**src/rtl/boreal_bus_initiator.sv**
```systemverilog
// Single-outstanding bus initiator: host command/response channels to a single-beat CPU bus port.
// Optional statistics counters are compiled in with BOREAL_BUS_INIT_STATS_EN.
module boreal_bus_initiator #(
  parameter int unsigned TIMEOUT_CYCLES = 256,
  parameter int unsigned TO_W           = 16
) (
  input  logic        clk,
  input  logic        rst,
  input  logic        cmd_valid,
  output logic        cmd_ready,
  input  logic        cmd_we,
  input  logic [31:0] cmd_addr,
  input  logic [31:0] cmd_wdata,
  input  logic [3:0]  cmd_wstrb,
  output logic        rsp_valid,
  input  logic        rsp_ready,
  output logic [31:0] rsp_rdata,
  output logic        rsp_err,
  output logic        rsp_timeout,
  output logic        bus_req_valid,
  output logic        bus_req_we,
  output logic [31:0] bus_req_addr,
  output logic [31:0] bus_req_wdata,
  output logic [3:0]  bus_req_wstrb,
  input  logic        bus_resp_valid,
  input  logic [31:0] bus_resp_rdata,
  input  logic        bus_resp_err,
  output logic [7:0]  stray_cnt
`ifdef BOREAL_BUS_INIT_STATS_EN
  ,
  output logic [31:0] stat_txn,
  output logic [15:0] stat_err,
  output logic [15:0] stat_to
`endif
);

  typedef enum logic [1:0] {StIdle, StIssue, StWait, StResp} state_e;

  localparam logic [TO_W-1:0] LastCnt = TO_W'(TIMEOUT_CYCLES - 1);

  state_e          state_q, state_d;
  logic            req_we_q, req_we_d;
  logic [31:0]     req_addr_q, req_addr_d;
  logic [31:0]     req_wdata_q, req_wdata_d;
  logic [3:0]      req_wstrb_q, req_wstrb_d;
  logic [31:0]     rsp_rdata_q, rsp_rdata_d;
  logic            rsp_err_q, rsp_err_d;
  logic            rsp_to_q, rsp_to_d;
  logic [TO_W-1:0] cnt_q, cnt_d;
  logic [7:0]      stray_q, stray_d;

  always_comb begin
    state_d     = state_q;
    req_we_d    = req_we_q;
    req_addr_d  = req_addr_q;
    req_wdata_d = req_wdata_q;
    req_wstrb_d = req_wstrb_q;
    rsp_rdata_d = rsp_rdata_q;
    rsp_err_d   = rsp_err_q;
    rsp_to_d    = rsp_to_q;
    cnt_d       = cnt_q;
    stray_d     = stray_q;

    unique case (state_q)
      StIdle: begin
        if (cmd_valid) begin
          if (cmd_addr[1:0] != 2'b00) begin
            // Misaligned: answer locally, bus request fields keep their previous values
            state_d     = StResp;
            rsp_rdata_d = '0;
            rsp_err_d   = 1'b1;
            rsp_to_d    = 1'b0;
          end else begin
            state_d     = StIssue;
            req_we_d    = cmd_we;
            req_addr_d  = cmd_addr;
            req_wdata_d = cmd_wdata;
            req_wstrb_d = cmd_we ? cmd_wstrb : 4'h0;
          end
        end
      end
      StIssue: begin
        cnt_d   = '0;
        state_d = StWait;
      end
      StWait: begin
        if (bus_resp_valid) begin
          state_d     = StResp;
          rsp_rdata_d = req_we_q ? 32'h0 : bus_resp_rdata;
          rsp_err_d   = bus_resp_err;
          rsp_to_d    = 1'b0;
        end else if (cnt_q == LastCnt) begin
          state_d     = StResp;
          rsp_rdata_d = '0;
          rsp_err_d   = 1'b0;
          rsp_to_d    = 1'b1;
        end else begin
          cnt_d = cnt_q + 1'b1;
        end
      end
      StResp: begin
        if (rsp_ready) begin
          state_d     = StIdle;
          rsp_rdata_d = '0;
          rsp_err_d   = 1'b0;
          rsp_to_d    = 1'b0;
        end
      end
      default: state_d = StIdle;
    endcase

    if (bus_resp_valid && (state_q != StWait) && (stray_q != 8'hFF)) begin
      stray_d = stray_q + 8'd1;
    end
  end

  always_ff @(posedge clk or posedge rst) begin
    if (rst) begin
      state_q     <= StIdle;
      req_we_q    <= 1'b0;
      req_addr_q  <= '0;
      req_wdata_q <= '0;
      req_wstrb_q <= '0;
      rsp_rdata_q <= '0;
      rsp_err_q   <= 1'b0;
      rsp_to_q    <= 1'b0;
      cnt_q       <= '0;
      stray_q     <= '0;
    end else begin
      state_q     <= state_d;
      req_we_q    <= req_we_d;
      req_addr_q  <= req_addr_d;
      req_wdata_q <= req_wdata_d;
      req_wstrb_q <= req_wstrb_d;
      rsp_rdata_q <= rsp_rdata_d;
      rsp_err_q   <= rsp_err_d;
      rsp_to_q    <= rsp_to_d;
      cnt_q       <= cnt_d;
      stray_q     <= stray_d;
    end
  end

  assign cmd_ready     = (state_q == StIdle);
  assign rsp_valid     = (state_q == StResp);
  assign bus_req_valid = (state_q == StIssue);
  assign bus_req_we    = req_we_q;
  assign bus_req_addr  = req_addr_q;
  assign bus_req_wdata = req_wdata_q;
  assign bus_req_wstrb = req_wstrb_q;
  assign rsp_rdata     = rsp_rdata_q;
  assign rsp_err       = rsp_err_q;
  assign rsp_timeout   = rsp_to_q;
  assign stray_cnt     = stray_q;

`ifdef BOREAL_BUS_INIT_STATS_EN
  logic        resp_entry;
  logic [31:0] stat_txn_q;
  logic [15:0] stat_err_q, stat_to_q;

  assign resp_entry = (state_q != StResp) && (state_d == StResp);

  // A transaction counts as completed only when the interconnect actually answered
  always_ff @(posedge clk or posedge rst) begin
    if (rst) begin
      stat_txn_q <= '0;
      stat_err_q <= '0;
      stat_to_q  <= '0;
    end else if (resp_entry) begin
      if (state_q == StWait && bus_resp_valid) stat_txn_q <= stat_txn_q + 32'd1;
      if (rsp_err_d) stat_err_q <= stat_err_q + 16'd1;
      if (rsp_to_d)  stat_to_q  <= stat_to_q + 16'd1;
    end
  end

  assign stat_txn = stat_txn_q;
  assign stat_err = stat_err_q;
  assign stat_to  = stat_to_q;
`endif

endmodule

```
**config.mk**
```make
export PLATFORM = sky130hd
export DESIGN_NAME = boreal_bus_initiator
export DESIGN_NICKNAME = d
export VERILOG_FILES = /design/src/rtl/boreal_bus_initiator.sv
export SDC_FILE = /design/constraint.sdc
export NUM_CORES = 1
export LEC_CHECK = 0
export CAP_MARGIN = 20
export CORE_ASPECT_RATIO = 0.6
export CORE_UTILIZATION = 63
export DETAILED_ROUTE_END_ITERATION = 16
export DONT_BUFFER_PORTS = 1
export GPL_TIMING_DRIVEN = 0
export PLACE_DENSITY = 0.79
export SLEW_MARGIN = 40
export SYNTH_ARGS = -nofsm -noshare
export SYNTH_HDL_FRONTEND = slang
export SYNTH_SLANG_ARGS = --single-unit
```
**constraint.sdc**
```tcl
create_clock -name clk -period 6 [get_ports clk]
set_input_delay 1.2 -clock clk [delete_from_list [all_inputs] [get_ports clk]]
set_output_delay 1.2 -clock clk [all_outputs]
set_load 0.02 [all_outputs]
```
# Word level (Yosys, flattened, before mapping)
# Index checks and enable logic that the tools add are counted.
# W data, S select, Z words.
# classes
n_addsub,2
n_mul,0
div,0
order_cmp,0
n_eq_ne,12
shift,0
mux,28
bitwise,1
reduce_logical,10
# ops
op,n
$mux W32,6
$pmux W32 S3,1
$mux W16,2
$pmux W16 S2,1
$add A16 B1 Y16 const B,1
$eq A16 B8 Y1 const B,1
$mux W2,5
$mux W1,9
$reduce_and A3 Y1,3
$add A8 B1 Y8 const B,1
$ne A2 B2 Y1 const B,4
$ne A8 B8 Y1 const B,1
$pmux W2 S4,1
$pmux W1 S3,2
$reduce_and A5 Y1,1
$eq A2 B2 Y1 const B,2
$mux W4,1
$ne A2 B1 Y1 const B,2
$reduce_bool A2 Y1,2
$ne A3 B3 Y1 const B,1
$reduce_bool A3 Y1,1
$eq A2 B1 Y1 const B,1
$logic_and A1 B1 Y1,2
$logic_not A2 Y1,1
$not A1 Y1,1
# totals
ff_bits,129
latch_bits,0
ram_bits,0
rom_bits,0
in_bits,107
output_inout_bits,114
wordCells,63
mem_count,0

# Depth between registers and ports, before layout
# Gate-level depths: netlist (run 1).
# depth
word_depth,4
mapped_depth,9
depth_no_buf,6

# Least setup slack after synthesis (run 1)
# OpenSTA, ideal clock, no wires.
# synth_path
path_type,input -> register
startpoint,in bus_resp_valid
endpoint,reg cnt_q[11]
setup_ns,0.078
arrival_ns,2.564
required_time_ns,5.922
slack_ns,3.359
stages,6
n_path_buf,2
cell_sequence,a21bo_1 > buf_6 > or3_1 > buf_2 > or4_1 > a21oi_1
# synth_via
elab_chain_cells,2
# synth_rtl
element,line,rtl
from (decl),25,"input logic bus_resp_valid,"
$ne A2 B2 Y1 (no line),--,
$reduce_and A3 Y1 (no line),--,
to (signal assigned),138,cnt_q <= cnt_d;
to (decl),49,"logic [TO_W-1:0] cnt_q, cnt_d;"
# No other way between the ends.
# A chain may end at the register's enable or synchronous reset.

# Worst setup path in the final report (run 1)
# layout_path
startpoint,reg state_q[0]
endpoint,reg rsp_rdata_q[0] (netlist: rsp_rdata[0])
# layout_via
elab_chain_cells,3
elab_cells_between_ends,10
classes_between,eq/ne: 6; mux: 1; reduce/logical: 3
# layout_rtl
element,line,rtl
from (decl),41,"state_e state_q, state_d;"
from (signal assigned),119,state_q <= StIdle;
from (signal assigned),130,state_q <= state_d;
$logic_not A2 Y1 (*),--,
named net cmd_ready,10,"output logic cmd_ready,"
$ne A2 B1 Y1 (no line) (tied with other cells),--,
$reduce_and A5 Y1 (no line),--,
to (signal assigned),135,rsp_rdata_q <= rsp_rdata_d;
to (decl),46,"logic [31:0] rsp_rdata_q, rsp_rdata_d;"
# Mark *: on every way through the listed nets, which the timed path passes. The rest lies on a longest branch.

==> results_dict.tcl, run 1 <==
set metrics [dict create \
    status "finished clean" \
    htree_levels 4 \
    ir_drop_uv 320.2 \
    core_region_area_mm2 0.008102 \
    area_growth_pct 13.49 \
    drt-pass1-iter-count 5 \
    final_util_pct 75.77 \
    grt_max_degree 81 \
    path_clk_slew_ps 50 \
    max-cap-violations 0 \
    ys_seq_area_share_pct 59.68 \
    total_power_mw 3.640 \
    met1_usage_pct 36.98 \
    fillers 514 \
    fin_crit_ps 2831 \
    netlist_area_mm2 0.005409 \
    avgSynthCellArea_um2 10.11 \
    setup_tns_ps 0 \
    drive_gt1_share_pct 9.507 \
    start_kind "register" \
    fin_worst_skew_ps 8.039 \
    antenna_found_initial 0 \
    end_kind "register" \
    most-common-layout-cells "nand2_1, dfrtp_1, a22o_1, clkbuf_1, nand3_1" \
    dieArea_mm2 0.008973 \
    rows 25 \
    cts_tree "done" \
    finalSetupViolations 0 \
    regToRegStartpoint "state_q[0]" \
    ff2ff_path_depth 7 \
    cts_setup_buffers 0 \
    maxSlewViolCount 0 \
    leakage_nw 3.041 \
    grt-busiest-layer "met2" \
    tightest_slew_ps 797.7 \
    place.gp.congestion 0.8347 \
    grt_util_met3_pct 11.65 \
    totalWireLength_um 13330 \
    final_common_cell "nand2_1" \
    clock-root-buffer "clkbuf_16" \
    slowest_stage "a2111oi_2" \
    grt_setup_unrepaired "no" \
    fin_crit_sh_pct 47.19 \
    drtIter0Drc 265 \
    min_path_type "register to register" \
    grt_pass1_wl_um 19380 \
    ff_latch_area_mm2 0.003228 \
    dp_hpwl_um 9287 \
    ant_nets 0 \
    grt_pass1_vias 3780 \
    required_ps 6330 \
    post_drt_wl_per_cell_um 19.71 \
    rrSetupSlack_ps 3170 \
    ys.flop_type "dfrtp_1" \
    crit_arrival_ps 3160 \
    ys_types 49 \
    synth_fp_nets 649 \
    critical_path_class "register to register" \
    ios 221 \
    nets 669 \
    clkLatencyLatePin_ps 410 \
    crit_buf_inv 2 \
    relSlewSlack_pct 46.07 \
    synth-edff-count 0 \
    max_clock_freq_mhz 353.2 \
    r2r_end "rsp_rdata[0]" \
    power_density_mw_per_mm2 593.0 \
    worstHoldEndpoint "cnt_q[6]" \
    critPathTopFamily "compound AO/OA/AOI/OAI gates" \
    cts_resized 0 \
    whs_path_depth 1 \
    finalHoldViolations 0 \
    synth-seq-cells 129 \
    numCtsBuffers 17 \
    initial_utilization_pct 66.76 \
    drc 0 \
    crit_chain "inv_1 -> ha_1 -> nor2b_1 -> a2111oi_2 -> nor3b_2 -> buf_2 -> a22o_1" \
    critPathMaxFanout 10 \
    die_h_um 73.78 \
    vias 3979 \
    grt_overflow 0 \
    max_stage_delay_ps 630 \
    min_from "cnt_q[6]" \
    grt.total_usage_pct 29.53 \
    syn_inst 535 \
    clk_path_buf_depth 2 \
    synthArstFlopShare_pct 100.0 \
    multiInputGateArea_mm2 0.001994 \
    cts_hold_buf 0 \
    die_width_um 121.6 \
    grt_use_met2_pct 48.11 \
    yosys_warnings 0 \
    insertedDiodeCount 0 \
    io_buffers 0 \
    clock-sinks 129 \
    viasPerCell 5.886 \
]
-- sequential cells by signal, indices dropped and copies added (netlist names) --
name / flops
bus_req_we: 1
cnt_q: 16
rsp_err: 1
state_q: 2
stray_cnt: 8
bus_req_wdata: 32
rsp_timeout: 1
bus_req_wstrb: 4
bus_req_addr: 32
rsp_rdata: 32
-- kinds of logic after synthesis --
family | count (synthesis) | synth area share, %
simple gates | 278 | 22.81
flops | 129 | 59.68
compound gates | 74 | 10.76
buf+inv | 38 | 3.447
fa+ha+maj | 7 | 1.619
mux | 5 | 1.041
xor+xnor | 4 | 0.6478
-- final cells by class --
| cell class | instances | area share (%) |
|---|---|---|
| Buffer | 28 | 2.426 |
| Clock buffer | 26 | 7.807 |
| Clock inverter | 6 | 1.305 |
| Inverter | 10 | 0.7338 |
| Multi-Input combinational cell | 368 | 32.49 |
| Sequential cell | 129 | 52.59 |
| Tap cell | 108 | 2.201 |
| Timing Repair Buffer | 1 | 0.4484 |
-- through the flow --
| step | hold WS, ps | cells | instance area [µm²] | setup WS, ps |
|---|---|---|---|---|
| 4_1_cts | 514.8 | 676 | 6138 | 3226 |
| 3_3_place_gp | 501.6 | 643 | 5544 | 198.0 |
| 3_5_place_dp | 508.0 | 644 | 5579 | 2997 |
| 6_report | 527.4 | 676 | 6138 | 3169 |
| 2_1_floorplan | 479.6 | 535 | 5409 | 1359 |
| 5_1_grt | 544.6 | 676 | 6138 | 3055 |
-- worst max-delay path by stage --
stage                     start                 to  cells past startpoint
floorplan                   rst    bus_req_addr[0]                      1
global placement            rst  bus_req_wdata[19]                      1
detailed placement  cmd_addr[1]       rsp_rdata[0]                      5
CTS                  state_q[0]       rsp_rdata[0]                      7
global route         state_q[0]       rsp_rdata[5]                      7
finish               state_q[0]       rsp_rdata[0]                      7
-- cells in the mapped netlist (7+ instances only) --
master	count	area, µm²
o31ai_1	9	67.56
nand2_1	207	777.0
a22o_1	33	289.0
inv_1	10	37.54
clkbuf_1	14	52.55
o21ai_0	7	35.03
nand3_1	18	90.09
a21oi_1	9	45.04
ha_1	7	87.58
nand4_1	7	43.79
dfrtp_1	129	3228
nor2_1	9	33.78
-- metal layers --
metal	vias to the layer above	wire [µm]
met5	-	0
met4	0	115
met1	1940	5511
met2	180	6496
li1	1847	-
met3	12	1203
-- power by group --
group	leakage, nW	switching, mW	internal (mW)
registers	1.69	0.686	1.20
logic	1.07	0.458	0.317
clock network	0.276	0.348	0.631
total	3.04	1.49	2.15
Power figures use the tool's default switching activity.
==> run 2: changes to the inputs <==
Settings changed: CORE_UTILIZATION 63 to 57, PLACE_DENSITY 0.79 to 0.75.
Clock period 6 ns to 2.5 ns, I/O delays scaled along.
==> run 2 against run 1 <==
Effect of this change:
- utilization decreased by 6.2 points
- worst setup slack got worse by 3100 ps
- fmax increased by 18%
- sequential cell count unchanged
- combinational power increased to 2.5 times the previous value
- cell count increased by 4.6%
- final area increased by 4.1%
- sequential share of layout area decreased by 2.1 points
- critical path type unchanged
- largest power group unchanged
==> results_dict.tcl, run 2 (same netlist as run 1, synthesis figures left out) <==
set metrics [dict create \
    status "finished clean" \
    start_kind "register" \
    relSlewSlack_pct 57.31 \
    whs_ps 202.7 \
    min_path_type "input pin to register" \
    antenna_found_initial 0 \
    total_power_mw 9.070 \
    rrSetupSlack_ps 110 \
    grt_setup_unrepaired "no" \
    fin_crit_ps 2391 \
    clock-root-buffer "clkbuf_16" \
    max_clock_freq_mhz 418.2 \
    finalHoldViolations 0 \
    r2r_end "cnt_q[9]" \
    worstHoldEndpoint "bus_req_addr[27]" \
    tightest_slew_ps 639.1 \
    dpl_cell_area_mm2 0.005670 \
    leakage_nw 3.145 \
    clk_path_buf_depth 2 \
    crit_top_cell "buf_6" \
    dieArea_mm2 0.009896 \
    ant_nets 0 \
    end_kind "register" \
    drive_gt1_share_pct 13.69 \
    maxSlewViolCount 0 \
    finalSetupViolations 0 \
    grt_pass1_vias 4045 \
    path_clk_slew_ps 60 \
    ir_drop_uv 888.9 \
    insertedDiodeCount 0 \
    slowest_stage "or4_4" \
    setup_tns_ps 0 \
    crit_chain "inv_2 -> ha_1 -> buf_6 -> a21bo_1 -> buf_6 -> or3_1 -> buf_4 -> or4_4 -> a21oi_2" \
    htree_levels 4 \
    viasPerCell 5.672 \
    nets 678 \
    ios 221 \
    regToRegStartpoint "state_q[0]" \
    die_h_um 77.46 \
    clkLatencyLatePin_ps 400 \
    min_from "cmd_addr[27]" \
    totalWireLength_um 13030 \
    post_drt_wl_per_cell_um 18.43 \
    drc 0 \
    initial_utilization_pct 58.86 \
    critical_path_class "register to register" \
    ff2ff_path_depth 9 \
    core_region_area_mm2 0.009189 \
    grt_max_degree 29 \
    final_common_cell "nand2_1" \
    required_ps 2820 \
    final_area_mm2 0.006392 \
    critPathMaxFanout 10 \
    whs_path_depth 2 \
    cts_tree "done" \
    drt-pass1-iter-count 4 \
    vias 4010 \
    max-cap-violations 0 \
    clock-sinks 129 \
    fillers 705 \
    area_growth_pct 18.18 \
    most-common-layout-cells "nand2_1, dfrtp_1, a22o_1, nand3_1, clkbuf_16" \
    rows 27 \
    io_buffers 0 \
    numCtsBuffers 17 \
    place.gp.congestion 0.8497 \
    grt.total_usage_pct 26.76 \
    grt_overflow 0 \
    drtIter0Drc 187 \
    power_density_mw_per_mm2 1419 \
    die_width_um 127.8 \
    crit_arrival_ps 2710 \
    dp_hpwl_um 9552 \
    fin_worst_skew_ps 7.861 \
    fin_crit_sh_pct 95.65 \
    grt_pass1_wl_um 20150 \
    max_stage_delay_ps 480 \
]
-- run 2: changes by cell type in the layout (fill, tap and decap cells not counted), sizes merged --
cell | before | now
clkinvlp | 0 | 3
bufinv | 2 | 4
clkinv | 4 | 6
dlygate4sd3 | 0 | 1
clkbuf | 40 | 37
buf | 15 | 19
-- run 2: area by class of cell --
| cell class | count | area [µm²] | share of cell area (%) |
|---|---|---|---|
| buffer | 28 | 162.7 | 2.545 |
| clock buffer | 19 | 442.9 | 6.929 |
| clock inverter | 13 | 185.2 | 2.897 |
| inverter | 10 | 41.29 | 0.6459 |
| multi-input combinational | 368 | 2034 | 31.83 |
| sequential | 129 | 3228 | 50.50 |
| tap | 130 | 162.7 | 2.545 |
| timing repair buffer | 10 | 135.1 | 2.114 |
-- run 2: critical path, delay by kind of cell (launching register included) --
kind	cells	cell delay, ps
fa+ha+maj	1	200
compound gates	2	340
buf+inv	4	520
flops	1	400
simple gates	2	850
-- run 2: metal layers --
layer  GRT usage (%)  share of wire, %
met3           8.483               7.4
met5               0                 0
met1           33.77                43
met2           43.04                48
met4           10.82               1.6
-- run 2: how the worst max path moves through the flow --
stage,slack (ps),endpoint,startpoint,depth (start not counted)
6_report,110,cnt_q[9],state_q[0],9
5_1_grt,10,cnt_q[15],state_q[0],9
4_1_cts,1,bus_req_addr[14],state_q[0],8
3_5_place_dp,-210,rsp_rdata[22],state_q[0],7
3_3_place_gp,-180,bus_req_addr[3],rst,1
2_1_floorplan,260,cnt_q[11],state_q[0],9
-- run 2: per-stage QoR --
step | setup slack [ps] | cells | utilization [%]
3_3_place_gp | -183.6 | 665 | 60.68
2_1_floorplan | 257.9 | 535 | -
6_report | 108.8 | 707 | 69.57
3_5_place_dp | -214.3 | 670 | 61.71
4_1_cts | 1.425 | 704 | 68.95
5_1_grt | 10.02 | 707 | 69.57
-- run 2: timing repair --
action                                  CTS  global route
hold buffers                              1             0
pin swaps                                 0             1
buffers inserted                          1             3
endpoints found under the setup margin   34            65
hold endpoints to repair                 12             0
gates resized for setup                   3            15
-- run 2: report_power, final --
part | switching [mW] | total, mW | internal [mW]
Clock | 0.900 | 2.60 | 1.70
Combinational | 1.11 | 1.95 | 0.833
Sequential | 1.64 | 4.53 | 2.88
==> run 3: changes to the inputs <==
Settings changed: SLEW_MARGIN 40 to 25.
==> run 3 against run 2 <==
Effect of this change:
- global-route usage shrank 0.057 points
- via count grew 0.97%
- sequential cell count is the same
- die area is the same
- first-iteration DRC count grew 16%
- register-to-register slack is essentially flat
- cell count shrank 0.57%
- largest cell class unchanged
==> results_dict.tcl, run 3 (same netlist as run 1, synthesis figures left out) <==
set metrics [dict create \
    clkLatencyLatePin_ps 410 \
    totalWireLength_um 12980 \
    power_density_mw_per_mm2 1440 \
    final_common_cell "nand2_1" \
    setup_tns_ps 0 \
    die_h_um 77.46 \
    initial_utilization_pct 58.86 \
    fin_crit_sh_pct 95.38 \
    path_clk_slew_ps 60 \
    grt_pass1_wl_um 20200 \
    cts_tree "done" \
    io_buffers 0 \
    drt-pass1-iter-count 4 \
    critical_path_class "register to register" \
    leakage_nw 3.132 \
    drive_gt1_share_pct 12.39 \
    finalHoldViolations 0 \
    max-cap-violations 0 \
    grt_setup_unrepaired "no" \
    ir_drop_uv 790.1 \
    ant_nets 0 \
    vias 4049 \
    antenna_found_initial 0 \
    pre_cts_slack_ps -237.9 \
    ios 221 \
    most-common-layout-cells "nand2_1, dfrtp_1, a22o_1, nand3_1, clkbuf_16" \
    rows 27 \
    viasPerCell 5.760 \
    area_growth_pct 18.00 \
    required_ps 2820 \
    fin_worst_skew_ps 8.258 \
    status "finished clean" \
    r2r_end "cnt_q[15]" \
    setup_ws_ps 115.5 \
    whs_path_depth 2 \
    crit_arrival_ps 2710 \
    dieArea_mm2 0.009896 \
    post_drt_wl_per_cell_um 18.47 \
    grt_pass1_vias 4102 \
    regToRegStartpoint "state_q[0]" \
    ff2ff_path_depth 8 \
    end_kind "register" \
    min_from "cmd_addr[3]" \
    clk_path_buf_depth 2 \
    start_kind "register" \
    grt_max_degree 34 \
    dp_hpwl_um 9455 \
    finalSetupViolations 0 \
    critPathMaxFanout 10 \
    insertedDiodeCount 0 \
    grt_overflow 0 \
    core_region_area_mm2 0.009189 \
    worstHoldEndpoint "bus_req_addr[3]" \
    drc 0 \
    total_power_mw 9.188 \
    numCtsBuffers 17 \
    fin_crit_ps 2385 \
    clock-root-buffer "clkbuf_16" \
    maxSlewViolCount 0 \
    place.gp.congestion 0.8497 \
    htree_levels 4 \
    rrSetupSlack_ps 120 \
    tightest_slew_ps 604.8 \
    max_clock_freq_mhz 419.4 \
    grt.total_usage_pct 26.70 \
    drtIter0Drc 217 \
    nets 674 \
    clock-sinks 129 \
    die_width_um 127.8 \
    relSlewSlack_pct 59.68 \
    min_path_type "input pin to register" \
]
run 3: final cells by class:
class | count | area (µm²)
clock inverters | 12 | 203.9
clock buffers | 20 | 456.7
repair buffers | 7 | 112.6
multi-input cells | 368 | 2023
inverters | 10 | 41.29
flip-flops and latches | 129 | 3228
well taps | 130 | 162.7
plain buffers | 27 | 153.9
fillers | 697 | 2806
run 3: how the worst max path moves through the flow:
stage	slack [ps]	cells past startpoint	end	startpoint
after global routing	0.3	8	cnt_q[9]	state_q[0]
final	120	8	cnt_q[15]	state_q[0]
after detailed placement	-240	7	rsp_rdata[13]	state_q[0]
after floorplan	260	9	cnt_q[11]	state_q[0]
after global placement	-180	1	bus_req_addr[3]	rst
after CTS	30	8	bus_req_addr[28]	state_q[0]
run 3: critical path: stages, from the launching register on:
cell and delay (ps):
dfrtp_1 410, inv_2 70, ha_1 200, buf_6 140
a21bo_1 190, buf_6 140, or3_1 470, or4_1 520
a21oi_2 160
run 3: report_power, final:
part           switching [mW]  internal, mW  leakage (nW)
clock network           0.910          1.83         0.313
registers                1.65          2.88          1.69
logic                    1.11         0.809          1.13
total                    3.67          5.52          3.13
run 3: per-layer routing:
metal,GRT usage [%],share of wire [%]
met1,34.08,43
met2,42.17,48
met3,9.034,8.0
met4,10.59,1.4
met5,0,0
run 3: repair_timing:
item | CTS | global route
hold endpoints to repair | 14 | 0
hold buffers | 1 | 0
buffers inserted | 1 | 1
endpoints found under the setup margin | 30 | 63
pin swaps | 0 | 1
gates resized for setup | 5 | 7
run 3: metrics by stage:
step | hold slack, ps | utilization (%) | area (µm²) | instances
floorplan | 479.6 | - | 5413 | 535
CTS | 186.8 | 69.28 | 6366 | 703
global placement | 501.3 | 60.68 | 5575 | 665
finish | 199.1 | 69.46 | 6382 | 703
detailed placement | 412.4 | 61.63 | 5663 | 669
global route | 185.0 | 69.46 | 6382 | 703
==> RTL edit: new RTL, settings of run 3 <==
`req_wdata_q` no longer has a reset.
--- a/src/rtl/boreal_bus_initiator.sv
+++ b/src/rtl/boreal_bus_initiator.sv
@@ -120,5 +120,4 @@
       req_we_q    <= 1'b0;
       req_addr_q  <= '0;
-      req_wdata_q <= '0;
       req_wstrb_q <= '0;
       rsp_rdata_q <= '0;
@@ -131,5 +130,4 @@
       req_we_q    <= req_we_d;
       req_addr_q  <= req_addr_d;
-      req_wdata_q <= req_wdata_d;
       req_wstrb_q <= req_wstrb_d;
       rsp_rdata_q <= rsp_rdata_d;
@@ -139,4 +137,8 @@
       stray_q     <= stray_d;
     end
+  end
+
+  always_ff @(posedge clk) begin
+    req_wdata_q <= req_wdata_d;
   end
 
Function: changed (Yosys sat finds a counterexample within 4 cycles, from zero or initial values and one cycle with rst high).
==> RTL edit against run 3 <==
  * The run now ends with design-rule violations left
  * Clock power shrank 4%
  * Final area shrank 4.6%
  * Sequential cell count is the same
  * Synthesized area shrank 3.8%
  * Total power shrank 12%
  * First-iteration DRC count grew 14%
  * Setup slack gained 0.0022 ns
  * Global-route usage grew 0.40 points
  * Wire length shrank 4.5%
  * Die area shrank 3.7%
  * Sequential share of layout area grew 5.1 points
  * Combinational power shrank 19%
  * Via count shrank 11%
==> RTL edit: results <==
[synthesis]
yosys_warnings = 0
synth_common_cells = 120 x nand2_1, 97 x dfrtp_1, 33 x a22o_1
synth_nets = 555
synthArstFlopShare_pct = 75.2
synth_edf_count = 32
yosysSeqAreaShare_pct = 65.1
synthTopCellsByArea = dfrtp_1 47%, edfxtp_1 18%, nand2_1 8.7%, a22o_1 5.6%, nand3_1 1.9%
ys_types = 53

[global_routing]
track_usage_pct = 27.1
grt_max_degree = 32
grt_pass1_wl_um = 19400
antenna_found_initial = 0

[detailed_routing]
drc = 9
dr.pass1.iters = 11
wl_per_cell_um = 21.1
vias = 3618
drtIter0Drc = 247

[clock_network]
clkSlewWorstSetupHoldPaths_ns = 0.06
root_buffer = clkbuf_16
worst_skew_pair.late_latency_ns = 0.42
cts_setup_buffers = 0
h-tree-depth = 4
cts_buffers = 17
cts_max_path_buffers = 2

[place]
gp_congestion = 0.892
detailedPlace.worstSlack_ns = -0.110
dpl-instance-area_um2 = 5440
io_buffer_count = 0
dp_hpwl_um = 9090

[final_layout]
antenna_cells = 0
drive_gt1_share_pct = 13.2
layout.nets = 578

[sta]
clock_skew_ns = 0.0146
max_slew_margin_pct = 59.5
finalSetupViolations = 0

[pwr]
vdd_drop_max_mv = 0.720
sw_frac_of_total_pct = 38.5
p_clk_mw = 2.62
p_seq_mw = 3.91
leakage_nw = 2.80

[outcome]
status = finished, violations left
violations = design-rule violations

[worst_setup_path]
crit_arrival_ns = 2.68
worstPathMaxFanout = 10

[floorplan]
rows = 26

[worst_hold_path]
holdCritPathClass = input port to asynchronous set/reset pin
==> RTL edit: cell count changes after synthesis, sizes merged, moves of 4 or more <==
cell / before / now
a21oi: 10 / 5
and4: 0 / 4
buf: 14 / 10
clkbuf: 14 / 9
dfrtp: 129 / 97
edfxtp: 0 / 32
inv: 10 / 5
nand2: 207 / 120
nor2: 9 / 13
nor3: 0 / 4
o21ai: 8 / 4
o31ai: 9 / 3
or4: 8 / 3
==> RTL edit: layout make-up <==
class,count,area [um2]
clock inverter,15,204
clock buffer,17,425
tap,112,140
fill,628,2600
timing repair buffer,4,87.6
multi-input combinational,285,1730
buffer,19,82.6
sequential,129,3390
inverter,8,33.8
==> RTL edit: cells by family after synthesis <==
kind of cell / Yosys count / share of synthesized area, %
adder cells (fa/ha/maj): 7 / 1.68
XOR/XNOR: 5 / 0.842
multiplexers: 4 / 0.866
buffers and inverters: 27 / 2.14
AND/OR/NAND/NOR: 197 / 17.6
AO/OA/AOI/OAI: 72 / 11.7
flip-flops: 129 / 65.1
==> RTL edit: metrics by stage <==
step | instances | total power [mW] | TNS (ns) | hold slack, ns | util, %
floorplan | 441 | 4.94 | 0 | 0.493 | -
global placement | 553 | 5.35 | -19.18 | 0.522 | 61.6
detailed placement | 557 | 5.47 | -2.86 | 0.452 | 62.6
CTS | 589 | 8.11 | 0 | 0.0214 | 69.9
global route | 589 | 8.46 | 0 | 0.0426 | 70.1
finish | 589 | 8.09 | 0 | 0.0121 | 70.1
==> RTL edit: worst paths after layout <==
check,from,to,slack [ns],depth (start not counted)
worst max-delay path,state_q[0],cnt_q[7],0.12,7
worst min-delay path,rst,rsp_rdata[8],0.01,1
worst max register to register,state_q[0],cnt_q[7],0.12,7
worst min register to register,cnt_q[7],cnt_q[7],0.54,1
max in group asynchronous,rst,stray_cnt[5],1.98,2
min in group clk,cmd_wdata[6],bus_req_wdata[6],0.18,0
==> RTL edit: per-layer routing <==
layer | global-route usage, % | vias up | routed length, um
li1 | - | 1640 | -
met1 | 35.3 | 1788 | 5210
met2 | 42.7 | 175 | 6010
met3 | 9.97 | 15 | 1040
met4 | 8.41 | 0 | 136
met5 | 0 | - | 0
==> RTL edit: critical path, cell delays in order, from the launching register on <==
cell      delay (ns)
dfrtp_1         0.43
inv_1           0.11
ha_1            0.28
clkbuf_1        0.40
nand2_1         0.39
inv_1           0.21
nand2_1         0.12
o41ai_1         0.32
==> RTL edit: what timing repair did <==
item / 4_1_cts / 5_1_grt
resized for setup: 1 / 3
hold buffers: 0 / 0
endpoints found under the setup margin: 30 / 34
